File: src/rtl/hazard_ctrl_sb.sv
// Hazard and forwarding controller for the 5-stage RV32 pipeline: load-use and
// MDU scoreboard stalls, branch flush arbitration, EX forwarding, stall statistics and watchdog.
module hazard_ctrl_sb #(
    parameter int NREG      = 32,
    parameter int LOAD_LAT  = 1,
    parameter int WDT_LIMIT = 64,
    parameter int CNT_W     = 32,
    localparam int RW       = $clog2(NREG)
) (
    input  logic             clk,
    input  logic             rst_n,
    input  logic [RW-1:0]    rs1_id,
    input  logic [RW-1:0]    rs2_id,
    input  logic             rs1_used_id,
    input  logic             rs2_used_id,
    input  logic             mdu_op_id,
    input  logic [RW-1:0]    rs1_ex,
    input  logic [RW-1:0]    rs2_ex,
    input  logic [RW-1:0]    rd_ex,
    input  logic             reg_write_ex,
    input  logic             mem_read_ex,
    input  logic             mdu_issue_ex,
    input  logic [RW-1:0]    rd_mem,
    input  logic             reg_write_mem,
    input  logic             mem_read_mem,
    input  logic [RW-1:0]    rd_wb,
    input  logic             reg_write_wb,
    input  logic             mdu_done,
    input  logic [RW-1:0]    mdu_rd,
    input  logic             branch_taken_ex,
    input  logic             fault_clear,
    output logic             stall,
    output logic             flush_id,
    output logic             flush_ex,
    output logic [1:0]       fwd_a,
    output logic [1:0]       fwd_b,
    output logic             mdu_busy,
    output logic [CNT_W-1:0] stall_count,
    output logic             wdt_fault
);

    localparam int WW = $clog2(WDT_LIMIT + 1);
    localparam logic [WW-1:0] WDT_MAX = WW'(WDT_LIMIT);
    localparam logic [WW-1:0] WDT_PRE = WW'(WDT_LIMIT - 1);

    logic [NREG-1:0]  pend_r;
    logic [NREG-1:0]  pend_next_s;
    logic             mdu_busy_r;
    logic             mdu_issue_s;
    logic             hz_load_ex_s;
    logic             hz_load_mem_s;
    logic             hz_sb_s;
    logic             hz_struct_s;
    logic             stall_s;
    logic [WW-1:0]    wcnt_r;
    logic             wdt_fault_r;
    logic [CNT_W-1:0] stall_count_r;

    function automatic logic reg_match(input logic [RW-1:0] r, input logic [RW-1:0] s,
                                       input logic used);
        return used && (r == s) && (r != {RW{1'b0}});
    endfunction

    // MEM result has priority; a load in MEM has no data yet, so only WB can supply it
    function automatic logic [1:0] fwd_sel(input logic [RW-1:0] rs,
                                           input logic [RW-1:0] rdm, input logic wm, input logic lm,
                                           input logic [RW-1:0] rdw, input logic ww);
        return (wm && !lm && (rdm == rs) && (rs != {RW{1'b0}})) ? 2'b10 :
               (ww && (rdw == rs) && (rs != {RW{1'b0}}))        ? 2'b01 : 2'b00;
    endfunction

    // Hazard terms, stall/flush arbitration and scoreboard next state
    always_comb begin
        hz_load_ex_s  = mem_read_ex && (reg_match(rd_ex, rs1_id, rs1_used_id) ||
                                        reg_match(rd_ex, rs2_id, rs2_used_id));
        hz_load_mem_s = (LOAD_LAT == 2) && mem_read_mem &&
                        (reg_match(rd_mem, rs1_id, rs1_used_id) ||
                         reg_match(rd_mem, rs2_id, rs2_used_id));
        hz_sb_s       = (rs1_used_id && pend_r[rs1_id]) || (rs2_used_id && pend_r[rs2_id]);
        hz_struct_s   = mdu_op_id && mdu_busy_r && !mdu_done;
        stall_s       = !branch_taken_ex &&
                        (hz_load_ex_s || hz_load_mem_s || hz_sb_s || hz_struct_s);
        mdu_issue_s   = mdu_issue_ex && reg_write_ex && (rd_ex != {RW{1'b0}}) && !branch_taken_ex;
        // Clear is applied before set so a same-cycle reissue to the same register stays pending
        pend_next_s   = (pend_r & ~(mdu_done ? (NREG'(1) << mdu_rd) : {NREG{1'b0}})) |
                        (mdu_issue_s ? (NREG'(1) << rd_ex) : {NREG{1'b0}});
    end

    assign stall       = stall_s;
    assign flush_id    = branch_taken_ex;
    assign flush_ex    = branch_taken_ex | stall_s;
    assign fwd_a       = fwd_sel(rs1_ex, rd_mem, reg_write_mem, mem_read_mem, rd_wb, reg_write_wb);
    assign fwd_b       = fwd_sel(rs2_ex, rd_mem, reg_write_mem, mem_read_mem, rd_wb, reg_write_wb);
    assign mdu_busy    = mdu_busy_r;
    assign stall_count = stall_count_r;
    assign wdt_fault   = wdt_fault_r;

    // MDU destination scoreboard and busy flag
    always_ff @(posedge clk or negedge rst_n) begin
        if (!rst_n) begin
            pend_r     <= {NREG{1'b0}};
            mdu_busy_r <= 1'b0;
        end else begin
            pend_r     <= pend_next_s;
            mdu_busy_r <= mdu_issue_s ? 1'b1 : (mdu_done ? 1'b0 : mdu_busy_r);
        end
    end

    // Saturating stall-cycle statistic
    always_ff @(posedge clk or negedge rst_n) begin
        if (!rst_n) begin
            stall_count_r <= {CNT_W{1'b0}};
        end else if (stall_s && (stall_count_r != {CNT_W{1'b1}})) begin
            stall_count_r <= stall_count_r + {{(CNT_W-1){1'b0}}, 1'b1};
        end else begin
            stall_count_r <= stall_count_r;
        end
    end

    // Watchdog: fault sets on the edge where the consecutive-stall run reaches the limit
    always_ff @(posedge clk or negedge rst_n) begin
        if (!rst_n) begin
            wcnt_r      <= {WW{1'b0}};
            wdt_fault_r <= 1'b0;
        end else begin
            if (!stall_s) begin
                wcnt_r <= {WW{1'b0}};
            end else if (wcnt_r != WDT_MAX) begin
                wcnt_r <= wcnt_r + {{(WW-1){1'b0}}, 1'b1};
            end else begin
                wcnt_r <= wcnt_r;
            end
            if (fault_clear) begin
                wdt_fault_r <= 1'b0;
            end else if (stall_s && (wcnt_r >= WDT_PRE)) begin
                wdt_fault_r <= 1'b1;
            end else begin
                wdt_fault_r <= wdt_fault_r;
            end
        end
    end

endmodule
File: config.mk
export PLATFORM = sky130hd
export DESIGN_NAME = hazard_ctrl_sb
export DESIGN_NICKNAME = d
export VERILOG_FILES = /design/src/rtl/hazard_ctrl_sb.sv
export SDC_FILE = /design/constraint.sdc
export NUM_CORES = 1
export LEC_CHECK = 0
export CORE_UTILIZATION = 51
export DETAILED_ROUTE_END_ITERATION = 12
export PLACE_DENSITY_LB_ADDON = 0.25
export SLEW_MARGIN = 40
export SYNTH_ARGS = -nofsm -noshare
export SYNTH_HDL_FRONTEND = slang
export SYNTH_SLANG_ARGS = --single-unit
File: constraint.sdc
create_clock -name clk -period 2.9 [get_ports clk]
set_clock_uncertainty 0.1 [all_clocks]
set_input_delay 0.435 -clock clk [delete_from_list [all_inputs] [get_ports clk]]
set_output_delay 0.435 -clock clk [all_outputs]
set_load 0.03 [all_outputs]
# ---- Word level (Yosys, flattened, before mapping)
# Index checks and enable logic that the tools add are counted.
dict set report classes {
  shift 2
  n_eq_ne 9
  bitwise 4
  n_lt_le_gt_ge 3
  add_sub_neg 2
  n_reduce_logical 36
  n_mux 16
}
# operator count
set op_table {}
lappend op_table {{32-bit 2-to-1 mux} 2}
lappend op_table {{1-bit by 5-bit left shift with 32-bit output, first input constant} 2}
lappend op_table {{32-bit by 1-bit adder with 32-bit output, second input constant} 1}
lappend op_table {{32-bit bitwise AND} 1}
lappend op_table {{32-bit inequality test, second input constant} 1}
lappend op_table {{32-bit NOT} 1}
lappend op_table {{32-bit bitwise OR} 1}
lappend op_table {{5-bit equality test} 6}
lappend op_table {{1-bit logical AND} 24}
lappend op_table {{5-bit nonzero test} 3}
lappend op_table {{7-bit 2-to-1 mux} 2}
lappend op_table {{5-bit by 6-bit less-than comparator with 1-bit output, second input constant} 2}
lappend op_table {{1-bit binary-select mux with 5-bit select} 2}
lappend op_table {{1-bit 2-to-1 mux} 8}
lappend op_table {{7-bit by 1-bit adder with 7-bit output, second input constant} 1}
lappend op_table {{7-bit by 6-bit greater-or-equal comparator with 1-bit output, second input constant} 1}
lappend op_table {{7-bit inequality test, second input constant} 1}
lappend op_table {{1-bit logical OR} 4}
lappend op_table {{2-bit 2-to-1 mux} 2}
lappend op_table {{2-bit nonzero test} 2}
lappend op_table {{1-bit zero test} 3}
lappend op_table {{2-bit by 1-bit inequality test with 1-bit output, second input constant} 1}
lappend op_table {{1-bit bitwise OR} 1}
dict set report word_totals {
  regBits 73
  output_inout_bits 41
  wordCells 77
  input_bits 54
}

# ---- Longest topological paths before layout
dict set report depth {
  word_depth 11
  mapped_depth 11
  ltp_nobuf 8
}

# ---- Least setup slack after synthesis
# Ideal clock, no wire load.
dict set report synth_timing {
  path_type {input to output}
  from {in rs1_ex[1]}
  to {out fwd_a[0]}
  path_slack_ps -11
  path_stages 4
  arrival_time_ps 2376
  t_required_ps 2365
  n_path_buf 0
  cell_sequence {or4_1 nor2_1 and3b_1 nor4_1}
}
dict set report synth_via {
  elab_chain_len 5
  word_cells_on_any_way 9
  classes_between {eq/ne (2); mux (2); reduce/logical (5)}
}
# element line_no
set synth_lines {}
lappend synth_lines {{start: declaration} 17} ;# input logic [RW-1:0] rs1_ex,
lappend synth_lines {{5-bit equality test} 69} ;# (ww && (rdw == rs) && (rs != {RW{1'b0}})) ? 2'b01 : 2'b00;
lappend synth_lines {{1-bit logical AND (2 in a row)} 69}
lappend synth_lines {{1-bit 2-to-1 mux} 69}
lappend synth_lines {{2-bit 2-to-1 mux *} 68} ;# return (wm && !lm && (rdm == rs) && (rs != {RW{1'b0}})) ? 2'b10 :
lappend synth_lines {{end: declaration} 35} ;# output logic [1:0] fwd_a,
# Every way passes the cells marked *; elsewhere a longest branch is shown, timed or not.

# ---- Worst setup path after layout
dict set report layout_timing {
  from {reg pend_r[2]}
  to {out stall}
}
dict set report layout_via {
  elab_chain_len 7
  word_cells_on_any_way 10
  classes_between {mux (4); reduce/logical (6)}
}
# element line_no
set layout_lines {}
lappend layout_lines {{start: declaration} 46} ;# logic [NREG-1:0] pend_r;
lappend layout_lines {{start signal: assignment} 101} ;# pend_r <= {NREG{1'b0}};
lappend layout_lines {{start signal: assignment} 104} ;# pend_r <= pend_next_s;
lappend layout_lines {{1-bit binary-select mux with 5-bit select} 79} ;# hz_sb_s = (rs1_used_id && pend_r[rs1_id]) || (rs2_used_id && pend_r[rs2_id]);
lappend layout_lines {{1-bit 2-to-1 mux (implied by the code)} 79}
lappend layout_lines {{1-bit logical AND} 79}
lappend layout_lines {{1-bit logical OR *} 79}
lappend layout_lines {{1-bit logical OR * (2 in a row)} 82} ;# (hz_load_ex_s || hz_load_mem_s || hz_sb_s || hz_struct_s);
lappend layout_lines {{1-bit logical AND *} 81} ;# stall_s = !branch_taken_ex &&
lappend layout_lines {{end: declaration} 32} ;# output logic stall,
# Every way passes the cells marked *; elsewhere a longest branch is shown, timed or not. The select of a mux whose other input is x is not followed.

==> impl_metrics.py <==
metrics = {
    "outcome": {
        "outcome": "complete, no violations",
    },
    "setup_path": {
        "critical_path_class": "reg2out",
        "r2r-end": "stall_count[7]",
        "crit_end": "stall",
        "end_kind": "output port",
        "start_kind": "register",
        "r2r-start": "stall_count[12]",
        "cp.arrival_ps": 2260,
        "worst_r2r_path_depth": 10,
        "slowest_delay_ps": 460,
        "r2r_setup_slack_ps": 330,
        "cp_slowest_cell": "mux4_2",
        "worst_ep_required_time_ps": 2370,
        "cp-startpoint": "pend_r[2]",
        "cp_cell_sequence": "mux4_2, nor2b_1, a211oi_2, o32ai_4, o31ai_4, inv_2, buf_6",
        "path_max_fanout": 3,
    },
    "global_routing": {
        "grt_pass1_vias": 3973,
        "grt_max_degree": 39,
        "gr-usage-all-layers_pct": 29.1,
        "grt-ovfl-total": 0,
        "grt_pass1_wl_mm": 19.7,
        "antenna_found_initial": 0,
    },
    "synth": {
        "synth-edff-count": 0,
        "synthMuxAreaShare_pct": 8.72,
        "ys_seq_area_share_pct": 41.6,
        "synthXorXnorAreaFrac_pct": 13.0,
        "synthCells": 441,
        "synth_area_leaders": "dfrtp_1, xnor2_1, o21ai_0",
        "synth_area_sq_um": 4390,
        "ys_ff_latch": 73,
        "synth_top_family_by_area": "simple AND/OR/NAND/NOR gates",
        "avgSynthCellArea_sq_um": 9.95,
        "yosys_warnings": 0,
        "synth_top_cell_by_area": "dfrtp_1",
        "synth_common_cells": "dfrtp_1, o21ai_0, xnor2_1, nand3_1, nand2_1",
        "synth-async-reset-ratio_pct": 100,
        "yosys.area_share.simple_pct": 20.5,
        "synth_compound_area_share_pct": 12.3,
        "post-synth-top-count-cell": "dfrtp_1",
        "synth_top_area_share_pct": 41.6,
        "ys_types": 52,
        "synth_nets": 498,
        "synth_flop_cell": "dfrtp_1",
        "synth_fa_ha_area_share_pct": 0.855,
    },
    "routing": {
        "firstDrtPassIters": 5,
        "totalWireLength_mm": 12.6,
        "drtIter0Drc": 184,
        "wire_per_inst_um": 18.4,
        "antenna_left": 0,
        "vias": 4082,
        "routed_via_density": 5.97,
        "drcViolationCount": 0,
    },
    "final_layout": {
        "drive_gt1_share_pct": 17.4,
        "fill_cells": 612,
        "antenna_cells": 0,
        "utilization_pct": 72.9,
        "syn2layout_area_growth_pct": 37.1,
        "fin_cells": 684,
        "nNetsFinal": 633,
    },
    "timing": {
        "hold_violations": 0,
        "fmax_mhz": 358,
        "layout_min_cycle_time_ps": 2790,
        "maxSlewHeadroom_pct": 51.9,
        "slew_violations": 0,
        "holdWs_ps": 367,
        "worstMarginPinSlew_ps": 717,
        "finalCritPeriodShare_pct": 96.3,
        "finalSetupTns_ps": 0,
        "setup_viol": 0,
        "rsz0062_at_grt": "no",
    },
    "cts": {
        "cts.clk_slew.worst_paths_ps": 80,
        "ctsRootBufferMaster": "clkbuf_8",
        "htree_levels": 3,
        "numCtsBuffers": 9,
        "cts_tree": "built",
        "worstSkewPairLatency_ps": 360,
        "clkSinkCount": 73,
        "ctsLongestPathBuffers": 2,
    },
    "die": {
        "io_pins": 95,
        "core-area_sq_um": 8260,
        "start_util_pct": 53.2,
        "die_area_sq_um": 8980,
        "num_rows": 33,
        "die_height_um": 94.8,
        "die_w_um": 94.8,
    },
    "flow_run": {
        "drv_cap": 0,
    },
    "place": {
        "gp_congestion": 0.964,
        "dp_hpwl_mm": 9.32,
        "placedCellCount": 662,
        "io_buffers": 94,
    },
    "pwr": {
        "powerDensity_nw_per_um2": 446,
        "ir_drop_mv": 0.205,
        "p_leak_nw": 2.62,
    },
    "min_path": {
        "hp-class": "in2async",
    },
}
==> worst min-delay path by stage <==
stage / startpoint / end / slack, ps / depth (start not counted)
after CTS: rst_n / stall_count[10] / 380 / 2
after detailed placement: rst_n / stall_count[11] / 210 / 1
after global placement: rst_n / stall_count[11] / 210 / 1
after global routing: rst_n / stall_count[23] / 400 / 2
final: rst_n / stall_count[16] / 370 / 2
after floorplan: rst_n / mdu_busy / 40 / 0
==> timing repair <==
action / CTS / global route
pin swaps: 2 / 10
endpoints found under the hold margin: 8 / 0
buffers inserted: 0 / 5
gates cloned: 0 / 2
resized for setup: 15 / 20
hold buffers: 1 / 0
endpoints found under the setup margin: 25 / 27
==> kinds of logic (layout without fill, tap and decap cells) <==
kind of cell | after synthesis | in the layout
multiplexers | 28 | 28
AND/OR/NAND/NOR | 161 | 161
XOR/XNOR | 65 | 65
flip-flops | 73 | 73
AO/OA/AOI/OAI | 85 | 86
adder cells (fa/ha/maj) | 3 | 3
buffers and inverters | 26 | 163
==> final cells by class <==
cell class | instances | area [sq um] | area share, %
Timing Repair Buffer | 139 | 1350 | 22.4
Sequential cell | 73 | 1830 | 30.4
Tap cell | 105 | 131 | 2.18
Clock buffer | 11 | 151 | 2.52
Multi-Input combinational cell | 343 | 2510 | 41.7
Clock inverter | 3 | 17.5 | 0.291
Inverter | 10 | 37.5 | 0.624
==> cells in the final DEF, fill, tap and decap left out, types with 14 or more instances in the layout <==
| cell | count |
|---|---|
| mux2i_1 | 14 |
| o21ai_0 | 56 |
| clkdlybuf4s50_1 | 79 |
| nand3_1 | 33 |
| buf_4 | 39 |
| xor2_1 | 23 |
| xnor2_1 | 42 |
| nor2_1 | 22 |
| dfrtp_1 | 73 |
| nand2_1 | 26 |
==> per-stage QoR <==
step	worst slack, ps	power [W]	area (sq um)
3_3_place_gp	-726	0.00191	5680
5_1_grt	1.59	0.00280	6020
6_report	106	0.00268	6020
3_5_place_dp	-722	0.00194	5680
2_1_floorplan	107	0.00159	4400
4_1_cts	-4.05	0.00265	5870
==> per-layer routing <==
metal  part of all wire [%]  up-vias  track usage [%]
met5                      0        -                0
met1                     39     1974             35.5
li1                       -     1859                -
met4                    3.3        0             13.0
met2                     50      207             49.8
met3                    7.5       42             5.48
==> report_power, final <==
| group | total [W] | switching [W] | internal, W |
|---|---|---|---|
| sequential | 0.00124 | 0.000122 | 0.00112 |
| clock | 0.000725 | 0.000381 | 0.000345 |
| combinational | 0.000717 | 0.000365 | 0.000353 |
==> sequential cells by signal, indices dropped and copies added, names as in the netlist <==
signal / count
wdt_fault: 1
wcnt_r: 7
mdu_busy: 1
pend_r: 32
stall_count: 32
==> critical path: cells and delay by family (launching register included) <==
kind,cells,cell delay (ps)
AOI/OAI and AO/OA,3,680
buffers and inverters,2,210
and+or+nand+nor,1,150
muxes,1,460
DFF,1,410
Power figures use the tool's default switching activity.
